### src/rtl/uart_pkg.sv
// Shared UART definitions: frame geometry, baud default and
// receiver state encoding, common to the board's rx and tx.
package uart_pkg;

   localparam int DATA_BITS        = 8;
   localparam int CLKS_PER_BIT_DEF = 10416;

   localparam logic [2:0] ST_IDLE      = 3'd0;
   localparam logic [2:0] ST_START     = 3'd1;
   localparam logic [2:0] ST_DATA      = 3'd2;
   localparam logic [2:0] ST_STOP      = 3'd3;
   localparam logic [2:0] ST_WAIT_HIGH = 3'd4;

   typedef enum logic [2:0] {
      IDLE      = ST_IDLE,
      START     = ST_START,
      DATA      = ST_DATA,
      STOP      = ST_STOP,
      WAIT_HIGH = ST_WAIT_HIGH
   } rx_state_t;

endpackage

### src/rtl/uart_rx_sync.sv
// Two-flop synchroniser for the async rx pin.
// Resets to the idle-high line level so reset never fakes a start.
module uart_rx_sync #(
   parameter int               WIDTH   = 1,
   parameter logic [WIDTH-1:0] RST_VAL = '1
) (
   input  logic             clk,
   input  logic             rst,
   input  logic [WIDTH-1:0] d,
   output logic [WIDTH-1:0] q
);

   logic [WIDTH-1:0] meta;

   // metastability stage followed by the stable output stage
   always_ff @(posedge clk) begin
      if (rst) begin
         meta <= RST_VAL;
         q    <= RST_VAL;
      end else begin
         meta <= d;
         q    <= meta;
      end
   end

endmodule

### src/rtl/uart_rx.sv
// 8N1 UART receiver: mid-bit sampling, stop-bit check,
// valid/ready holding register with frame error and overrun pulses.
module uart_rx
   import uart_pkg::*;
#(
   parameter int CLKS_PER_BIT = CLKS_PER_BIT_DEF
) (
   input  logic                 clk,
   input  logic                 rst,
   input  logic                 rx,
   output logic [DATA_BITS-1:0] rx_data,
   output logic                 rx_valid,
   input  logic                 rx_ready,
   output logic                 frame_err,
   output logic                 overrun,
   output logic                 busy
);

   localparam int CW   = $clog2(CLKS_PER_BIT);
   localparam int BW   = $clog2(DATA_BITS);
   localparam int HALF = (CLKS_PER_BIT - 1) / 2;

   localparam logic [CW-1:0] CNT_HALF = CW'(HALF);
   localparam logic [CW-1:0] CNT_LAST = CW'(CLKS_PER_BIT - 1);
   localparam logic [BW-1:0] BIT_LAST = BW'(DATA_BITS - 1);

   logic rx_s;

   rx_state_t            state_q, state_d;
   logic [CW-1:0]        cnt_q, cnt_d;
   logic [BW-1:0]        bit_q, bit_d;
   logic [DATA_BITS-1:0] shift_q, shift_d;
   logic                 deliver;
   logic                 ferr;

   uart_rx_sync #(
      .WIDTH   (1),
      .RST_VAL (1'b1)
   ) u_sync (
      .clk (clk),
      .rst (rst),
      .d   (rx),
      .q   (rx_s)
   );

   // FSM state, baud counter, bit index and shift register
   always_ff @(posedge clk) begin
      if (rst) begin
         state_q <= IDLE;
         cnt_q   <= '0;
         bit_q   <= '0;
         shift_q <= '0;
      end else begin
         state_q <= state_d;
         cnt_q   <= cnt_d;
         bit_q   <= bit_d;
         shift_q <= shift_d;
      end
   end

   // next state, mid-bit sampling and delivery/error strobes
   always_comb begin
      state_d = state_q;
      cnt_d   = cnt_q + 1'b1;
      bit_d   = bit_q;
      shift_d = shift_q;
      deliver = 1'b0;
      ferr    = 1'b0;
      unique case (state_q)
         IDLE: begin
            cnt_d = '0;
            if (!rx_s) state_d = START;
         end
         START: begin
            if (cnt_q == CNT_HALF) begin
               cnt_d = '0;
               if (rx_s) begin
                  state_d = IDLE;
               end else begin
                  state_d = DATA;
                  bit_d   = '0;
               end
            end
         end
         DATA: begin
            if (cnt_q == CNT_LAST) begin
               cnt_d          = '0;
               shift_d[bit_q] = rx_s;
               if (bit_q == BIT_LAST) state_d = STOP;
               else bit_d = bit_q + 1'b1;
            end
         end
         STOP: begin
            if (cnt_q == CNT_LAST) begin
               cnt_d = '0;
               if (rx_s) begin
                  deliver = 1'b1;
                  state_d = IDLE;
               end else begin
                  ferr    = 1'b1;
                  state_d = WAIT_HIGH;
               end
            end
         end
         WAIT_HIGH: begin
            cnt_d = '0;
            if (rx_s) state_d = IDLE;
         end
         default: begin
            cnt_d   = '0;
            state_d = IDLE;
         end
      endcase
   end

   // holding register: load, drop on overrun, or drain on ready
   always_ff @(posedge clk) begin
      if (rst) begin
         rx_data   <= '0;
         rx_valid  <= 1'b0;
         frame_err <= 1'b0;
         overrun   <= 1'b0;
      end else begin
         frame_err <= ferr;
         overrun   <= 1'b0;
         unique case (1'b1)
            deliver & (~rx_valid | rx_ready): begin
               rx_data  <= shift_q;
               rx_valid <= 1'b1;
            end
            deliver & rx_valid & ~rx_ready: begin
               overrun <= 1'b1;
            end
            ~deliver & rx_valid & rx_ready: begin
               rx_valid <= 1'b0;
            end
            default: ;
         endcase
      end
   end

   assign busy = (state_q != IDLE);

endmodule

### config.mk
export PLATFORM = sky130hd
export DESIGN_NAME = uart_rx
export DESIGN_NICKNAME = d
export VERILOG_FILES = /design/src/rtl/uart_pkg.sv /design/src/rtl/uart_rx_sync.sv /design/src/rtl/uart_rx.sv
export SDC_FILE = /design/constraint.sdc
export NUM_CORES = 1
export LEC_CHECK = 0
export BUFFER_PORTS_ARGS = -buffer_cell sky130_fd_sc_hd__buf_2
export CORE_MARGIN = 2
export CORE_UTILIZATION = 35
export DETAILED_ROUTE_END_ITERATION = 8
export PLACE_DENSITY_LB_ADDON = 0.2
export SYNTH_ARGS = -nofsm -noshare
export SYNTH_HDL_FRONTEND = slang
export SYNTH_SLANG_ARGS = --single-unit
### constraint.sdc
create_clock -name clk -period 5.08 [get_ports clk]
set_clock_uncertainty 0.1 [all_clocks]
set_input_delay 1.016 -clock clk [delete_from_list [all_inputs] [get_ports clk]]
set_output_delay 1.016 -clock clk [all_outputs]
set_load 0.03 [all_outputs]
==> results.yml, run 1 <==
timing:
  hold_viol_final: 0
  tightest_slew_ps: 604
  finalCriticalPeriod_ps: 2480
  slew_viol_final: 0
  worst_slack_ps: 2600
  relSlewSlack: 0.596
  timing.setup.tns_ps: 0
  rsz0062_at_grt: "no"
  setup_viol: 0
  finalCritPeriodShare: 0.488
  max_clock_freq_mhz: 403
routing:
  drt-vias-per-instance: 5.00
  vias: 1454
  drc_errors: 0
  wirelength_mm: 3.58
  first_pass_iters: 4
  postRouteAntennaNets: 0
  wire_per_inst_um: 12.3
  drtIter0Drc: 84
power_and_ir_drop:
  cellPowerDensity_nw_per_um2: 263
  p_int_uw: 434
  power_switching_uw: 115
  power_frac_clock: 0.390
  power_leakage_nw: 0.821
  total_power_uw: 548
  pwr-share-comb: 0.018
  netSwitchingFraction: 0.209
  pwr-share-seq: 0.592
  peakVddDrop_mv: 0.102
placement:
  dp_slack_ps: 2600
  dpl_cell_area_um2: 2000
  place.gp.congestion: 0.781
  numPortBuffers: 15
  dp_hpwl_mm: 2.45
synthesis:
  ys.flop_type: "dfxtp_1"
  synth_area_per_cell_um2: 9.09
  synth_cell_types: 42
  yosysTopAreaCellShare: 0.432
  synth_top_area_cell: "dfxtp_1"
  synth_edf_count: 0
  ys_warn_count: 0
  syn_inst: 209
  syn_nets: 216
  synth_commonest_cells: "dfxtp_1, nor2_1, mux2i_1"
  synth-async-reset-ratio: 0
  yosysSeqAreaShare: 0.432
  yosysMostFrequentCell: "dfxtp_1"
  synth_area_um2: 1900
  ys_ff_latch: 41
  synthTopCellsByArea: "dfxtp_1, mux2i_1, nor2_1, xnor2_1, xor2_1"
grt:
  grt_max_degree: 32
  antenna_found_initial: 0
  grt_pass1_vias: 1283
  grt_pass1_wl_mm: 6.24
  grt_usage: 0.130
  overflow: 0
cells_and_area:
  num_antenna_cells: 0
  drive_gt1_frac: 0.136
  stdcell_area_um2: 2080
  fillCellCount: 539
  synthToLayoutAreaGrowth_pct: 9.61
  fin_nets: 228
cts:
  clk_path_buf_depth: 2
  clock_insertion_delay_worst_skew_ps: 290
  htreeDepth: 2
  hold_buffers: 0
  clk_pin_slew_ps: 70
  cts_made_buffers: 5
  cts_root_buffer: "clkbuf_8"
  cts_setup_buffers: 0
  cts_tree: "yes"
  clock-sinks: 41
  cts_resized: 0
die:
  die_width_um: 77.7
  initial_core_util: 0.367
  dieArea_um2: 6040
  io_pins: 16
  core_um2: 5170
  placementRows: 26
  die_h_um: 77.7
critical_path:
  crit_arrival_ps: 2610
  worstPathMaxFanout: 5
  critPathLaunchType: "flip-flop"
  path_delay_family: "simple AND/OR/NAND/NOR gates"
  crit_top_cell: "or4_1"
  worst_path_max_delay_cell: "or4_1"
  crit_path_cell_trace: "ha_1 > or3b_1 > or4_1 > and2_4 > or4_1 > mux2i_1"
  critPathKind: "reg2reg"
  slowest_delay_ps: 550
  worstPathRequired_ps: 5210
  rrSetupSlack_ps: 2600
  setup.worst_path.end_class: "flip-flop"
  cp_num_buf_inv: 0
run_status:
  status: "finished clean"
worst_hold_path:
  holdCritPathClass: "reg2reg"
run:
  drv_cap: 0
-- flip-flops by register name, summed over array words and instances, names as in the netlist --
name,count
u_sync.meta,1
shift_q,8
cnt_q,14
overrun,1
state_q,3
rx_valid,1
u_sync.q,1
frame_err,1
rx_data,8
bit_q,3
-- cell families (layout without fill, tap and decap cells) --
logic type | Yosys count | in the layout | share of synthesized area
AOI/OAI and AO/OA | 13 | 13 | 0.0461
xor gates and xnor gates | 12 | 12 | 0.0553
adders and majority gates | 3 | 3 | 0.0198
buffers and inverters | 14 | 26 | 0.0428
DFF | 41 | 41 | 0.432
muxes | 19 | 19 | 0.100
and+or+nand+nor | 107 | 107 | 0.304
-- path summary, 6_finish.rpt --
| path | from | endpoint | cells after the start |
|---|---|---|---|
| hold / removal | u_sync.meta$_SDFF_PP1_ | u_sync.q$_SDFF_PP1_ | 1 |
| hold reg to reg | u_sync.meta$_SDFF_PP1_ | u_sync.q$_SDFF_PP1_ | 1 |
| setup / recovery | cnt_q[0]$_SDFF_PP0_ | state_q[1]$_SDFFE_PP0P_ | 6 |
| setup reg to reg | cnt_q[0]$_SDFF_PP0_ | state_q[1]$_SDFFE_PP0P_ | 6 |
-- power groups by stage --
stage          Clock (mW)  Sequential [mW]  Combinational [mW]
2_1_floorplan           0            0.330             0.00929
3_3_place_gp            0            0.332              0.0101
3_5_place_dp            0            0.332              0.0101
4_1_cts             0.222            0.324              0.0101
5_1_grt             0.237            0.325              0.0112
6_report            0.214            0.324             0.00997
-- final cells by class --
type	count	area, µm²	share of cell area
Tap cell	70	87.6	0.0420
Multi-Input combinational cell	154	998	0.479
Sequential cell	41	821	0.394
Inverter	4	15.0	0.00721
Timing Repair Buffer	15	75.1	0.0360
Clock buffer	7	86.3	0.0414
-- layer usage --
metal | part of all wire | vias up | GRT usage
li1 | - | 757 | -
met1 | 0.53 | 660 | 0.184
met2 | 0.40 | 31 | 0.178
met3 | 0.043 | 6 | 0.0430
met4 | 0.018 | 0 | 0.0536
met5 | 0 | - | 0
-- per-stage QoR --
stage / hold WS (ps) / instances / util
CTS: 321 / 291 / 0.403
global route: 342 / 291 / 0.403
floorplan: 289 / 209 / -
global placement: 303 / 284 / 0.386
detailed placement: 301 / 284 / 0.386
finish: 318 / 291 / 0.403
-- cells in the final DEF, fill, tap and decap left out, types with 2 or more instances in the layout --
master and instances:
and4_2 2, dfxtp_1 41, mux2i_1 19, nand3_1 7, nor4_1 4, nand4b_1 3, ha_1 3, nand4_1 8
clkbuf_8 6, nor2b_1 4, or2_2 3, or4_1 3, a21oi_1 5, nor3_1 7, nand2_1 11, nor2_1 37
xor2_1 6, inv_1 4, xnor2_1 6, nand2b_1 5, and3_1 2, buf_2 15, o22ai_1 2
-- worst reg2reg max path: stages (launching register included) --
cell and delay (ps):
dfxtp_1 370, ha_1 270, or3b_1 360, or4_1 550
and2_4 180, or4_1 460, mux2i_1 130
(Power assumes the default switching activity.)
==> run 2, diff against run 1 <==
--- a/config.mk
+++ b/config.mk
@@ -5,6 +5,7 @@
 export SDC_FILE = /design/constraint.sdc
 export NUM_CORES = 1
 export LEC_CHECK = 0
+export ABC_AREA = 1
 export BUFFER_PORTS_ARGS = -buffer_cell sky130_fd_sc_hd__buf_2
 export CORE_MARGIN = 2
 export CORE_UTILIZATION = 35
==> constraint.sdc (replaced) <==
create_clock -name clk -period 2.25 [get_ports clk]
set_clock_uncertainty 0.1 [all_clocks]
set_input_delay 0.45 -clock clk [delete_from_list [all_inputs] [get_ports clk]]
set_output_delay 0.45 -clock clk [all_outputs]
set_load 0.03 [all_outputs]
==> results.yml, run 2 <==
run_status:
  status: "finished clean"
die:
  placementRows: 27
  initial_core_util: 0.366
  io_pins: 16
  core_um2: 5570
  die_h_um: 80.4
  dieArea_um2: 6460
  die_width_um: 80.4
timing:
  hold_viol_final: 0
  timing.setup.tns_ps: 0
  setup_viol: 0
  finalCriticalPeriod_ps: 1760
  finalCritPeriodShare: 0.781
  worst_slack_ps: 493
  relSlewSlack: 0.659
  tightest_slew_ps: 512
  slew_viol_final: 0
  max_clock_freq_mhz: 569
  rsz0062_at_grt: "no"
synthesis:
  synth_top_area_cell: "dfxtp_1"
  synth_edf_count: 0
  yosysMostFrequentCell: "nor2_1"
  syn_inst: 298
  synth-async-reset-ratio: 0
  ys.flop_type: "dfxtp_1"
  yosysTopAreaCellShare: 0.402
  ys_warn_count: 0
  syn_nets: 305
  synth_commonest_cells: "nor2_1, nand2_1, dfxtp_1"
  synth_area_per_cell_um2: 6.85
  yosysSeqAreaShare: 0.402
  synthTopCellsByArea: "dfxtp_1, nor2_1, nand2_1, inv_1, nor3_1"
  synth_cell_types: 30
  synth_area_um2: 2040
  ys_ff_latch: 41
placement:
  numPortBuffers: 15
  dp_slack_ps: 493
  dp_hpwl_mm: 2.95
  place.gp.congestion: 0.827
cts:
  cts_setup_buffers: 0
  clk_pin_slew_ps: 80
  hold_buffers: 0
  cts_made_buffers: 5
  htreeDepth: 2
  cts_root_buffer: "clkbuf_8"
  clock_insertion_delay_worst_skew_ps: 290
  clock-sinks: 41
  cts_tree: "yes"
  cts_resized: 0
  clk_path_buf_depth: 2
cells_and_area:
  layout_commonest_cell: "nor2_1"
  multi_input_area_um2: 1030
  top_register: "cnt_q"
  largest_reg_flops: 14
  mostFrequentLayoutCells: "nor2_1, nand2_1, dfxtp_1, inv_1, buf_2"
  top_regs: "cnt_q x14, rx_data x8, shift_q x8"
  drive_gt1_frac: 0.174
  synthToLayoutAreaGrowth_pct: 10.6
  post-route-util: 0.405
  num_antenna_cells: 0
  fin_nets: 322
  fillCellCount: 598
  register_area_um2: 821
grt:
  grt_pass1_vias: 1600
  grt_pass1_wl_mm: 7.09
  grt_usage: 0.141
  overflow: 0
  grt_max_degree: 18
  antenna_found_initial: 0
power_and_ir_drop:
  peakVddDrop_mv: 0.573
  cellPowerDensity_nw_per_um2: 819
  power_leakage_nw: 1.07
run:
  drv_cap: 0
critical_path:
  setup.worst_path.end_class: "flip-flop"
  crit_arrival_ps: 1900
  crit_path_cell_trace: "ha_1 > nand3_2 > inv_2 > nand3_2 > nor2_4 > nand3b_4 > nand2_1 > nand2_1 > nor2_1"
  worstPathMaxFanout: 16
  worst_path_max_delay_cell: "dfxtp_1"
  slowest_delay_ps: 350
  critPathKind: "reg2reg"
  cp_num_buf_inv: 1
  critPathLaunchType: "flip-flop"
  worstPathRequired_ps: 2390
  path_delay_family: "simple AND/OR/NAND/NOR gates"
routing:
  postRouteAntennaNets: 0
  first_pass_iters: 4
  wirelength_mm: 3.98
  drc_errors: 0
  drtIter0Drc: 102
  vias: 1759
  drt-vias-per-instance: 4.53
  wire_per_inst_um: 10.3
worst_hold_path:
  holdCritPathClass: "in2reg"
-- run 2: changes by cell type after synthesis, sizes merged, moves of 4 or more --
| cell | delta |
|---|---|
| nand2 | +61 |
| nand4 | -5 |
| inv | +34 |
| o21ai | +6 |
| xnor2 | -6 |
| nand3 | +7 |
| nor4 | -4 |
| mux2i | -19 |
| nand2b | -5 |
| nor3 | +7 |
| nor2b | -4 |
| nor2 | +42 |
-- run 2: stage by stage --
step / total power [mW] / instance area, µm² / std cells / hold WS [ps]
floorplan: 1.30 / 2040 / 298 / 289
finish: 1.85 / 2260 / 388 / 238
global placement: 1.40 / 2180 / 380 / 291
CTS: 1.88 / 2260 / 388 / 228
global route: 2.00 / 2260 / 388 / 234
detailed placement: 1.41 / 2180 / 380 / 293
-- run 2: path summary, 6_finish.rpt --
kind / from / cells after the start / slack [ps] / endpoint
setup / recovery: cnt_q[0]$_SDFF_PP0_ / 9 / 490 / rx_data[0]$_SDFFE_PP0P_
hold / removal: rx / 2 / 240 / u_sync.meta$_SDFF_PP1_
setup reg to reg: cnt_q[0]$_SDFF_PP0_ / 9 / 490 / rx_data[0]$_SDFFE_PP0P_
hold reg to reg: u_sync.meta$_SDFF_PP1_ / 1 / 310 / u_sync.q$_SDFF_PP1_
-- run 2: final cells by class --
cell class | instances | area share
clock buffers | 6 | 0.0321
well taps | 72 | 0.0399
flip-flops and latches | 41 | 0.363
repair buffers | 17 | 0.0399
inverters | 38 | 0.0632
clock inverters | 2 | 0.00443
multi-input cells | 212 | 0.457
-- run 2: per-layer routing --
layer	GRT usage	up-vias	part of all wire
li1	-	957	-
met1	0.188	767	0.54
met2	0.213	28	0.40
met3	0.0393	7	0.031
met4	0.0559	0	0.021
met5	0	-	0
-- run 2: where the power goes --
part / total (mW) / internal (mW) / leakage (nW) / switching (mW)
Sequential: 0.836 / 0.773 / 0.332 / 0.0630
Clock: 0.465 / 0.215 / 0.0450 / 0.250
Combinational: 0.548 / 0.173 / 0.690 / 0.375
-- run 2: kinds of logic after synthesis --
| family | share of synthesized area |
|---|---|
| flip-flops | 0.402 |
| buffers and inverters | 0.0925 |
| adder cells (fa/ha/maj) | 0.0184 |
| XOR/XNOR | 0.0129 |
| AND/OR/NAND/NOR | 0.430 |
| AO/OA/AOI/OAI | 0.0447 |
==> run 3, diff against run 2 <==
--- a/config.mk
+++ b/config.mk
@@ -5,7 +5,7 @@
 export SDC_FILE = /design/constraint.sdc
 export NUM_CORES = 1
 export LEC_CHECK = 0
-export ABC_AREA = 1
+export ABC_AREA = 0
 export BUFFER_PORTS_ARGS = -buffer_cell sky130_fd_sc_hd__buf_2
 export CORE_MARGIN = 2
 export CORE_UTILIZATION = 35
==> constraint.sdc (replaced) <==
create_clock -name clk -period 1.65 [get_ports clk]
set_clock_uncertainty 0.1 [all_clocks]
set_input_delay 0.33 -clock clk [delete_from_list [all_inputs] [get_ports clk]]
set_output_delay 0.33 -clock clk [all_outputs]
set_load 0.03 [all_outputs]
==> results.yml, run 3 (synthesis results as in run 1) <==
cts:
  clk_pin_slew_ps: 80
  clock_insertion_delay_worst_skew_ps: 290
  cts_made_buffers: 5
  clock-sinks: 41
  cts_tree: "yes"
  clk_path_buf_depth: 2
  cts_root_buffer: "clkbuf_8"
  htreeDepth: 2
placement:
  dp_hpwl_mm: 2.87
  placed_cells: 324
  numPortBuffers: 15
  place.gp.congestion: 0.849
  dpl_cell_area_um2: 2400
grt:
  grt_pass1_wl_mm: 7.63
  antenna_found_initial: 0
  grt_max_degree: 15
  overflow: 0
  grt_usage: 0.159
  grt_pass1_vias: 1641
routing:
  first_pass_iters: 4
  drtIter0Drc: 99
  wire_per_inst_um: 13.0
  drt-vias-per-instance: 4.95
  postRouteAntennaNets: 0
  drc_errors: 0
  vias: 1729
  wirelength_mm: 4.54
die:
  initial_core_util: 0.367
  placementRows: 26
  io_pins: 16
  dieArea_um2: 6040
  die_h_um: 77.7
  die_width_um: 77.7
  core_um2: 5170
cells_and_area:
  register_area_um2: 835
  finalNonFillerCells: 349
  num_antenna_cells: 0
  multi_input_area_um2: 1170
  fin_nets: 285
  top_regs: "cnt_q x14, rx_data x8, shift_q x8"
  fillCellCount: 494
  top_register: "cnt_q"
  mostFrequentLayoutCells: "buf_4, nor2_1, dfxtp_1, mux2i_1, buf_2"
  synthToLayoutAreaGrowth_pct: 48.6
  drive_gt1_frac: 0.430
  largest_reg_flops: 14
  layout_commonest_cell: "buf_4"
  stdcell_area_um2: 2820
run_status:
  status: "finished, violations left"
  violations: "setup timing"
critical_path:
  critPathLaunchType: "flip-flop"
  crit_arrival_ps: 2420
  crit_path_cell_trace: "or4b_4 > or4_4 > and2_4 > or4_4 > mux2i_1"
  crit_top_cell: "or4_4"
  worst_path_max_delay_cell: "or4b_4"
  worstPathRequired_ps: 1770
  slowest_delay_ps: 520
  critPathKind: "reg2reg"
  worstPathMaxFanout: 2
  setup.worst_path.end_class: "flip-flop"
timing:
  finalCritPeriodShare: 1.40
  max_clock_freq_mhz: 434
  worst_slack_ps: -652
  tightest_slew_ps: 476
  setup_viol: 37
  slew_viol_final: 0
  relSlewSlack: 0.683
  rsz0062_at_grt: "yes"
  hold_viol_final: 0
  finalCriticalPeriod_ps: 2300
power_and_ir_drop:
  power_leakage_nw: 1.18
  cellPowerDensity_nw_per_um2: 668
  total_power_mw: 1.89
  peakVddDrop_mv: 0.356
run:
  drv_cap: 0
worst_hold_path:
  holdCritPathClass: "in2reg"
-- run 3: layer usage --
layer | vias to the layer above | GRT usage | routed length, µm | part of all wire
met1 | 796 | 0.201 | 2100 | 0.46
met2 | 43 | 0.259 | 2170 | 0.48
met3 | 12 | 0.0349 | 164 | 0.036
li1 | 878 | - | - | -
met5 | - | 0 | 0 | 0
met4 | 0 | 0.0679 | 102 | 0.022
-- run 3: stage by stage --
| stage | TNS [ps] | hold WS [ps] | setup slack [ps] | util |
|---|---|---|---|---|
| floorplan | -9750 | 289 | -571 | - |
| global placement | -10760 | 296 | -567 | 0.464 |
| detailed placement | -11300 | 298 | -609 | 0.464 |
| CTS | -13400 | 111 | -622 | 0.528 |
| global route | -16320 | 123 | -681 | 0.546 |
| finish | -12950 | 118 | -652 | 0.546 |
-- run 3: worst max-delay path: cells and delay by family, from the launching register on --
family	cells	cell delay, ps
simple gates	4	1660
flops	1	320
mux	1	150
-- run 3: cell type report --
type,instances,share of cell area
clock buffer,7,0.0306
inverter,4,0.00532
clock inverter,1,0.0106
tap,70,0.0310
sequential,41,0.296
multi-input combinational,154,0.416
timing repair buffer,72,0.211
-- run 3: power by group --
part	internal [mW]	total, mW	switching, mW
logic	0.0242	0.0537	0.0295
registers	0.990	0.991	0.00171
clock network	0.494	0.842	0.349
-- run 3: worst paths after layout --
kind / depth (start not counted) / slack [ps] / to / start
worst min-delay path: 2 / 120 / u_sync.meta$_SDFF_PP1_ / rx
worst max-delay path: 5 / -650 / state_q[1]$_SDFFE_PP0P_ / cnt_q[3]$_SDFF_PP0_
worst min register to register: 1 / 310 / u_sync.q$_SDFF_PP1_ / u_sync.meta$_SDFF_PP1_
worst max register to register: 5 / -650 / state_q[1]$_SDFFE_PP0P_ / cnt_q[3]$_SDFF_PP0_
-- run 3: repair_timing --
action	CTS	global route
cloned	1	0
endpoints found under the setup margin	39	40
pin swaps	16	13
hold buffers	0	0
setup buffers	12	6
gates resized for setup	25	17
